## src/rtl/pc_redirect_sched.sv

```systemverilog
// pc_redirect_sched: next-PC scheduler for the pipelined MIPS core.
// Picks between sequential PC+1 (word address), ID-stage jumps, EX-stage
// taken branches and (optionally) exceptions. It drives the PC register
// write enable and the pipeline flushes. A redirect that arrives while the
// PC write is blocked is held until the block clears.
//
// Optional feature macro: PC_SCHED_EXC_EN. When defined, exc_req takes top
// priority and redirects to EXC_PC. When undefined, exc_req is ignored and
// flush_ex is tied to 0.
//
// Ports:
//   clk, rst_n        clock, asynchronous active-low reset
//   pc                current PC[31:2]
//   stall, imem_ready load-use stall / fetch accept (blocked = stall | ~imem_ready)
//   jmp_req/jmp_tgt   ID-stage jump and its target [31:2]
//   br_req/br_tgt     EX-stage taken branch and its target [31:2]
//   exc_req           exception request (only with PC_SCHED_EXC_EN)
//   pc_wr, npc        PC write enable and next PC[31:2] (combinational)
//   flush_if/id/ex    pipeline flushes (combinational)
//   pend_valid        a held redirect exists (registered)
//   redirect_cnt      saturating count of applied redirects (registered)
module pc_redirect_sched #(
  parameter logic [31:0] RESET_PC = 32'h0000_3000,
  parameter logic [31:0] EXC_PC   = 32'h0000_4180,
  parameter int unsigned CNT_W    = 16
) (
  input  logic             clk,
  input  logic             rst_n,
  input  logic [29:0]      pc,
  input  logic             stall,
  input  logic             imem_ready,
  input  logic             jmp_req,
  input  logic [29:0]      jmp_tgt,
  input  logic             br_req,
  input  logic [29:0]      br_tgt,
  input  logic             exc_req,
  output logic             pc_wr,
  output logic [29:0]      npc,
  output logic             flush_if,
  output logic             flush_id,
  output logic             flush_ex,
  output logic             pend_valid,
  output logic [CNT_W-1:0] redirect_cnt
);

  localparam int unsigned PC_W = 30;

  typedef enum logic [1:0] {
    ST_INIT = 2'd0,
    ST_RUN  = 2'd1,
    ST_PEND = 2'd2
  } state_e;

  // Encoding order is the priority order, so sources compare numerically.
  typedef enum logic [1:0] {
    SRC_NONE = 2'd0,
    SRC_JMP  = 2'd1,
    SRC_BR   = 2'd2
`ifdef PC_SCHED_EXC_EN
    ,
    SRC_EXC  = 2'd3
`endif
  } src_e;

  state_e           state_q, state_d;
  logic [PC_W-1:0]  pend_tgt_q, pend_tgt_d;
  src_e             pend_src_q, pend_src_d;
  logic             pend_valid_q, pend_valid_d;
  logic [CNT_W-1:0] cnt_q, cnt_d;

  logic             blocked;
  src_e             ev_src;
  logic [PC_W-1:0]  ev_tgt;
  src_e             eff_src;
  logic [PC_W-1:0]  eff_tgt;
  src_e             apply_src;
  logic             cnt_inc;
  logic             pc_wr_raw;
  logic [PC_W-1:0]  npc_c;
  logic             unused_ok;

  assign blocked = stall | ~imem_ready;

  // Winning event this cycle; later assignments override earlier ones,
  // giving exc > br > jmp.
  always_comb begin
    ev_src = SRC_NONE;
    ev_tgt = '0;
    if (jmp_req) begin
      ev_src = SRC_JMP;
      ev_tgt = jmp_tgt;
    end
    if (br_req) begin
      ev_src = SRC_BR;
      ev_tgt = br_tgt;
    end
`ifdef PC_SCHED_EXC_EN
    if (exc_req) begin
      ev_src = SRC_EXC;
      ev_tgt = EXC_PC[31:2];
    end
`endif
  end

  // Only a strictly older (higher priority) event may replace the held one.
  always_comb begin
    eff_src = pend_src_q;
    eff_tgt = pend_tgt_q;
    if (ev_src > pend_src_q) begin
      eff_src = ev_src;
      eff_tgt = ev_tgt;
    end
  end

  // Next-state and output logic.
  always_comb begin
    state_d    = state_q;
    pend_tgt_d = pend_tgt_q;
    pend_src_d = pend_src_q;
    pc_wr_raw  = 1'b0;
    npc_c      = pc + PC_W'(1);
    apply_src  = SRC_NONE;
    cnt_inc    = 1'b0;

    case (state_q)
      ST_INIT: begin
        pc_wr_raw = 1'b1;
        npc_c     = RESET_PC[31:2];
        state_d   = ST_RUN;
      end

      ST_RUN: begin
        if (ev_src != SRC_NONE) begin
          npc_c = ev_tgt;
          if (!blocked) begin
            pc_wr_raw = 1'b1;
            apply_src = ev_src;
            cnt_inc   = 1'b1;
          end else begin
            pend_tgt_d = ev_tgt;
            pend_src_d = ev_src;
            state_d    = ST_PEND;
          end
        end else begin
          pc_wr_raw = ~blocked;
        end
      end

      ST_PEND: begin
        npc_c      = eff_tgt;
        pend_tgt_d = eff_tgt;
        pend_src_d = eff_src;
        if (!blocked) begin
          pc_wr_raw  = 1'b1;
          apply_src  = eff_src;
          cnt_inc    = 1'b1;
          pend_tgt_d = '0;
          pend_src_d = SRC_NONE;
          state_d    = ST_RUN;
        end
      end

      default: begin
        state_d = ST_INIT;
      end
    endcase
  end

  // Saturating redirect counter.
  always_comb begin
    cnt_d = cnt_q;
    if (cnt_inc && (cnt_q != {CNT_W{1'b1}})) begin
      cnt_d = cnt_q + CNT_W'(1);
    end
  end

  assign pend_valid_d = (state_d == ST_PEND);

  always_ff @(posedge clk or negedge rst_n) begin
    if (!rst_n) begin
      state_q      <= ST_INIT;
      pend_tgt_q   <= '0;
      pend_src_q   <= SRC_NONE;
      pend_valid_q <= 1'b0;
      cnt_q        <= '0;
    end else begin
      state_q      <= state_d;
      pend_tgt_q   <= pend_tgt_d;
      pend_src_q   <= pend_src_d;
      pend_valid_q <= pend_valid_d;
      cnt_q        <= cnt_d;
    end
  end

  // State is INIT during reset; gate the write enable so it reads 0 there.
  assign pc_wr        = pc_wr_raw & rst_n;
  assign npc          = npc_c;
  assign flush_if     = (apply_src != SRC_NONE);
  assign flush_id     = (apply_src >= SRC_BR);
`ifdef PC_SCHED_EXC_EN
  assign flush_ex     = (apply_src == SRC_EXC);
`else
  assign flush_ex     = 1'b0;
`endif
  assign pend_valid   = pend_valid_q;
  assign redirect_cnt = cnt_q;

  // Bits intentionally left unused (byte offsets; exception path when disabled).
`ifdef PC_SCHED_EXC_EN
  assign unused_ok = ^{RESET_PC[1:0], EXC_PC[1:0]};
`else
  assign unused_ok = ^{RESET_PC[1:0], EXC_PC, exc_req};
`endif

endmodule

```

## config.mk

```make
export PLATFORM = sky130hd
export DESIGN_NAME = pc_redirect_sched
export DESIGN_NICKNAME = d
export VERILOG_FILES = /design/src/rtl/pc_redirect_sched.sv
export SDC_FILE = /design/constraint.sdc
export NUM_CORES = 1
export LEC_CHECK = 0
export CELL_PAD_IN_SITES_DETAIL_PLACEMENT = 1
export CELL_PAD_IN_SITES_GLOBAL_PLACEMENT = 2
export CORE_MARGIN = 3
export CORE_UTILIZATION = 26
export DETAILED_ROUTE_END_ITERATION = 12
export GPL_TIMING_DRIVEN = 0
export PLACE_DENSITY = 0.82
export SLEW_MARGIN = 20
export SYNTH_ARGS = -nofsm -noshare
export SYNTH_HDL_FRONTEND = slang
export SYNTH_SLANG_ARGS = --single-unit
export TNS_END_PERCENT = 1
```

## constraint.sdc

```tcl
create_clock -name clk -period 5.36 [get_ports clk]
set_clock_uncertainty 0.15 [all_clocks]
set_input_delay 1.072 -clock clk [delete_from_list [all_inputs] [get_ports clk]]
set_output_delay 1.072 -clock clk [all_outputs]
set_load 0.005 [all_outputs]
```

### After elaboration in Yosys (flattened, before gate mapping)

Cells that the tools add are included.

| cells by class | value |
|---|---|
| add/subtract/negate cells | 2 |
| $lt $le $gt $ge | 2 |
| equality and inequality tests | 6 |
| mux-type cells | 29 |
| bitwise operators | 4 |
| reductions and logical operators | 6 |

Operator list:

| cell | count |
|---|---|
| two-way mux 30 bit | 7 |
| one-hot mux 30 bit (3 select lines) | 1 |
| one-hot mux 30 bit (2 select lines) | 1 |
| adder 30 x 1 -> 30 bit (second input constant) | 1 |
| two-way mux 2 bit | 11 |
| adder 16 x 1 -> 16 bit (second input constant) | 1 |
| != test 16 bit (second input constant) | 1 |
| one-hot mux 2 bit (2 select lines) | 2 |
| one-hot mux 2 bit (3 select lines) | 1 |
| nonzero test 2 bit | 3 |
| == test 2 bit (second input constant) | 2 |
| two-way mux 1 bit | 4 |
| != test 2 bit (second input constant) | 2 |
| one-hot mux 1 bit (3 select lines) | 1 |
| AND reduction 3 bit | 1 |
| == test 2 x 1 -> 1 bit (second input constant) | 1 |
| greater-or-equal comparator 2 bit (second input constant) | 1 |
| > comparator 2 bit | 1 |
| logical NOT 2 bit | 1 |
| inverter 1 bit | 2 |
| one-hot mux 1 bit (2 select lines) | 1 |
| bitwise AND 1 bit | 1 |
| logical AND 1 bit | 1 |
| OR 1 bit | 1 |

| word-level totals | value |
|---|---|
| register bits | 51 |
| input port bits | 97 |
| output and inout bits | 51 |

### Longest topological paths before layout

| logic depth | value |
|---|---|
| word-level depth | 7 |
| depth in mapped cells | 12 |
| depth with buffers taken out | 7 |

### Least setup slack after synthesis

Ideal clock, no wire load.

| timing | value |
|---|---|
| path kind | input -> output |
| start | input port br_req |
| end | output port npc[7] |
| arrival | 3.752 ns |
| data required time | 4.138 ns |
| path slack | 0.386 ns |
| stages on the path | 11 |
| path buffers | 5 |
| cell sequence | clkbuf_1 -> clkbuf_1 -> clkbuf_1 -> clkbuf_1 -> inv_1 -> ha_1 -> o21bai_1 -> a31oi_1 -> or2_2 -> clkbuf_1 -> o221ai_1 |

| on the way | value |
|---|---|
| word-level cells in the longest chain between the ends | 4 |
| elaborated cells between the ends (all ways) | 7 |
| classes of those cells | order compare (1); mux (5); reduce/logical (1) |

RTL lines:

| item | RTL line | source |
|---|---|---|
| start, declared | 34 | `input logic br_req,` |
| two-way mux 2 bit | 93 | `if (br_req) begin` |
| > comparator 2 bit / nonzero test 2 bit (equally long branches) | 109, 133 |  |
| two-way mux 30 bit, on equally long branches | 109, 133 |  |
| one-hot mux 30 bit (3 select lines) * | 125 | `case (state_q)` |
| end, declared | 38 | `output logic [29:0] npc,` |

Every way passes the cells marked *; elsewhere a longest branch is shown, timed or not.

### Worst setup path in the final report

| timing | value |
|---|---|
| start | input port br_req |
| end | output port npc[14] |

Same word-level chain as after synthesis.

==> results.md <==
- Classification of the worst-slack hold path: register to register
- Async set-or-reset flop fraction in the synthesized netlist: 100%
- Crit path launch type: input port
- Post-synthesis to final-layout area growth: 56.1%
- Slew at the pin closest to its max-slew limit: 0.955 ns
- Cells after Synth: around 530
- Commonest register cell after synthesis: dfrtp_1
- Maximum number of pins on one net before global-route repair: between 50 and 60
- Rows: 46
- Crit share post-route: 97.3%
- Max VDD drop: 0.000203 V
- Total count of max-transition violations in the final report: 0
- Critical path arrival: 3.99 ns
- Largest delay contributor family on the critical path: buffers and inverters
- Sequential group share of total power: 22.4%
- Clk pwr share: 13.5%
- Number of buffers and inverters on the critical path: 8
- Detailed-placement wirelength estimate: 15900 um
- Routability congestion estimate from global placement: roughly 0.85
- Portion of the post-synthesis area used by sequential elements: around 30%
- Yosys warnings: 0
- PortBufs: 145
- Number of buffers inserted during clock tree synthesis: 5
- Total iterations of the first detailed-routing run: 5
- Buffers from clock root to sink, at most: 2
- Highest-count cells in the layout ignoring fill and taps: 126 x clkdlybuf4s50_1, 51 x nand2_1, 51 x dfrtp_1
- Cts hold-fix bufs: 0
- Total vias in the final route: 5197
- Psw: 1.27 mW
- Worst stage delay on the critical path: 0.54 ns
- Clock latency on the worst-skew pair: 0.29 ns
- Die area: between 15000 and 20000 um2
- Number of top-level pins: 148
- Req. time, crit path: around 4.1 ns
- Count of different cell masters after synthesis: 59
- Commonest non-fill, non-tap cell in the layout: clkdlybuf4s50_1
- Wire length per cell: 23.5 um
- Netlist area before placement: ~4400 um2
- Ratio of cells with drive above 1 in the final layout: 11.4%
- Headroom to the max-slew limit: 36.4%
- Max capacitance violation total: 0
- Global-route wire length before repair: 31800 um
- Maximum frequency from static timing analysis: 0.192 GHz
- Result of the run: finished, final reports clean
- Number of H-tree levels: 2
- Root cell of the clock tree: clkbuf_16
- Initial Utilization: around 27%
- Clock transition at the register clock pins on the worst setup and hold paths after CTS: 0.07 ns
- Vertical die dimension: around 140 um
- Sort of element at the end of the critical path: output pin
- Net count reported at finish: 787
- Startpoint-to-endpoint class of the critical path: input port to output pin
- TritonCTS clock tree: built
- Critical path cell sequence: dlymetal6s2s_1, buf_8, clkbuf_8, clkbuf_8, clkbuf_16, inv_1, ha_4, o21ba_2, clkbuf_16, a2111oi_4, a311oi_2, o211ai_1, clkdlybuf4s50_1
- Core area: 16200 um2
- Internal Pwr Total: 1.49 mW
- Net count of the mapped netlist: 631
- Combinational cell fraction of total power: ~64%
- Power Dens Cells: 406 nW/um2
- DIE WIDTH: 136 um
- Final Hold Violating Endpoints: 0
- Antenna diode instance count: 0
- Total power: 2.76 mW
- Area after DPL: 6080 um2
- Number of antenna violations at the first check in global routing: 0
- Switching share of total power: between 40% and 50%
- Number of synthesized flops with an enable pin: 0
- Antenna viol nets, final: 0
- Final setup fails: 0
- Aggregate global routing overflow: 0
- Top fanout value on the critical path: 10
- RSZ-0062 raised after global routing: no
- Total global routing track utilization: 22.0%
- Clock sink count: 51
- DRC viols: 0
- Number of global-route vias before repair: 5474
- Total negative slack: 0 ns
- Register bit total from synthesis: 51
- Static Leak: 2.50 nW
- Detailed Route WL: 21100 um
- Non-Filler Cell Area, Final: roughly 6800 um2
- Post-route minimum period: 5.21 ns
- Cell with the largest stage delay on the worst path: clkdlybuf4s50_1
- Average size of a mapped cell: a little over 8 um2
- Via/cell ratio: 5.79
- Minimum hold slack: 0.344 ns
- Count of routing violations after the opening detailed-route iteration: 364
==> stage by stage <==
| stage | instances | worst slack [ns] | utilization [%] |
|---|---|---|---|
| after floorplan | 525 | 0.386 | - |
| after global placement | 886 | -2.18 | 37.6 |
| after detailed placement | 886 | -2.31 | 37.6 |
| after CTS | 898 | -0.223 | 40.8 |
| after global routing | 898 | 0.0210 | 42.1 |
| final | 898 | 0.145 | 42.1 |
==> layout make-up <==
| type | count | area, um2 |
|---|---|---|
| plain buffers | 41 | 290 |
| inverters | 14 | 52.6 |
| well taps | 216 | 270 |
| repair buffers | 150 | 1490 |
| clock inverters | 3 | 43.8 |
| multi-input cells | 418 | 3270 |
| flip-flops and latches | 51 | 1280 |
| fillers | 1877 | 9360 |
| clock buffers | 5 | 125 |
==> worst register-to-register path, delay by kind of cell (launching register included) <==
| family | cells | cell delay (ns) |
|---|---|---|
| AO/OA/AOI/OAI | 2 | 0.84 |
| adder cells (fa/ha/maj) | 1 | 0.20 |
| buffers and inverters | 5 | 2.06 |
| flip-flops | 1 | 0.39 |
==> cells by family after synthesis <==
group | share of synthesized area (%)
AOI/OAI and AO/OA | 33.0
DFF | 29.3
adders and majority gates | 2.58
buffers and inverters | 5.16
other | 0.0860
xor gates and xnor gates | 4.82
and+or+nand+nor | 24.9
muxes | 0.258
==> sequential cells by signal, summed over array words and instances, names as in the netlist <==
register / flops
pend_valid: 1
redirect_cnt: 16
pend_tgt_q: 30
state_q: 2
pend_src_q: 2
==> Yosys cell counts, drive strengths merged, types with 4 or more instances <==
master / n / area, um2
o221ai: 4 / 35.0
o31ai: 4 / 30.0
and3: 5 / 31.3
dfrtp: 51 / 1280
o2bb2ai: 30 / 263
nand2: 52 / 195
buf: 6 / 37.5
o21a: 4 / 30.0
nand3b: 19 / 143
nand4: 12 / 81.3
nand2b: 4 / 25.0
and4: 7 / 61.3
ha: 9 / 113
nor3: 10 / 50.1
o22ai: 4 / 25.0
nor2: 9 / 33.8
a22oi: 17 / 128
xor2: 16 / 140
o21ai: 15 / 75.1
or4: 13 / 97.6
a2111oi: 21 / 184
inv: 14 / 52.6
a311oi: 11 / 96.3
o211ai: 19 / 143
and2: 16 / 100
nor4: 7 / 43.8
a21oi: 29 / 145
xnor2: 8 / 70.1
a211oi: 8 / 60.1
clkbuf: 36 / 135
nand3: 24 / 120
==> final timing paths <==
path | to | startpoint | slack, ns | cells after the start
hold reg to reg | pend_tgt_q[5]$_DFFE_PN0P_ | pend_tgt_q[5]$_DFFE_PN0P_ | 0.34 | 1
setup reg to reg | pend_valid$_DFF_PN0_ | state_q[0]$_DFF_PN0_ | 1.56 | 8
min in group asynchronous | redirect_cnt[10]$_DFFE_PN0P_ | rst_n | 0.67 | 1
setup / recovery | npc[14] | br_req | 0.15 | 13
max in group asynchronous | pend_tgt_q[25]$_DFFE_PN0P_ | rst_n | 3.92 | 1
hold / removal | pend_tgt_q[5]$_DFFE_PN0P_ | pend_tgt_q[5]$_DFFE_PN0P_ | 0.34 | 1
==> per-layer routing <==
layer  part of all wire, %  up-vias  track usage, %
met4                   2.4        0            5.71
met2                    48      165            36.7
met1                    45     2594            30.3
met5                     0        -               0
met3                   4.9       31            2.67
li1                      -     2407               -
==> power groups by stage <==
stage / registers, mW / logic, mW / clock network (mW)
global placement: 0.606 / 1.46 / 0
floorplan: 0.589 / 0.752 / 0
CTS: 0.611 / 1.67 / 0.381
detailed placement: 0.612 / 1.49 / 0
finish: 0.620 / 1.77 / 0.373
global route: 0.634 / 1.90 / 0.393
==> repair_timing <==
| action | 4_1_cts | 5_1_grt |
|---|---|---|
| setup buffers | 5 | 0 |
| resized for setup | 100 | 32 |
| setup endpoints to repair | 62 | 25 |
| pin swaps | 12 | 5 |
| hold endpoints to repair | 0 | 0 |
Power figures use the tool's default switching activity.
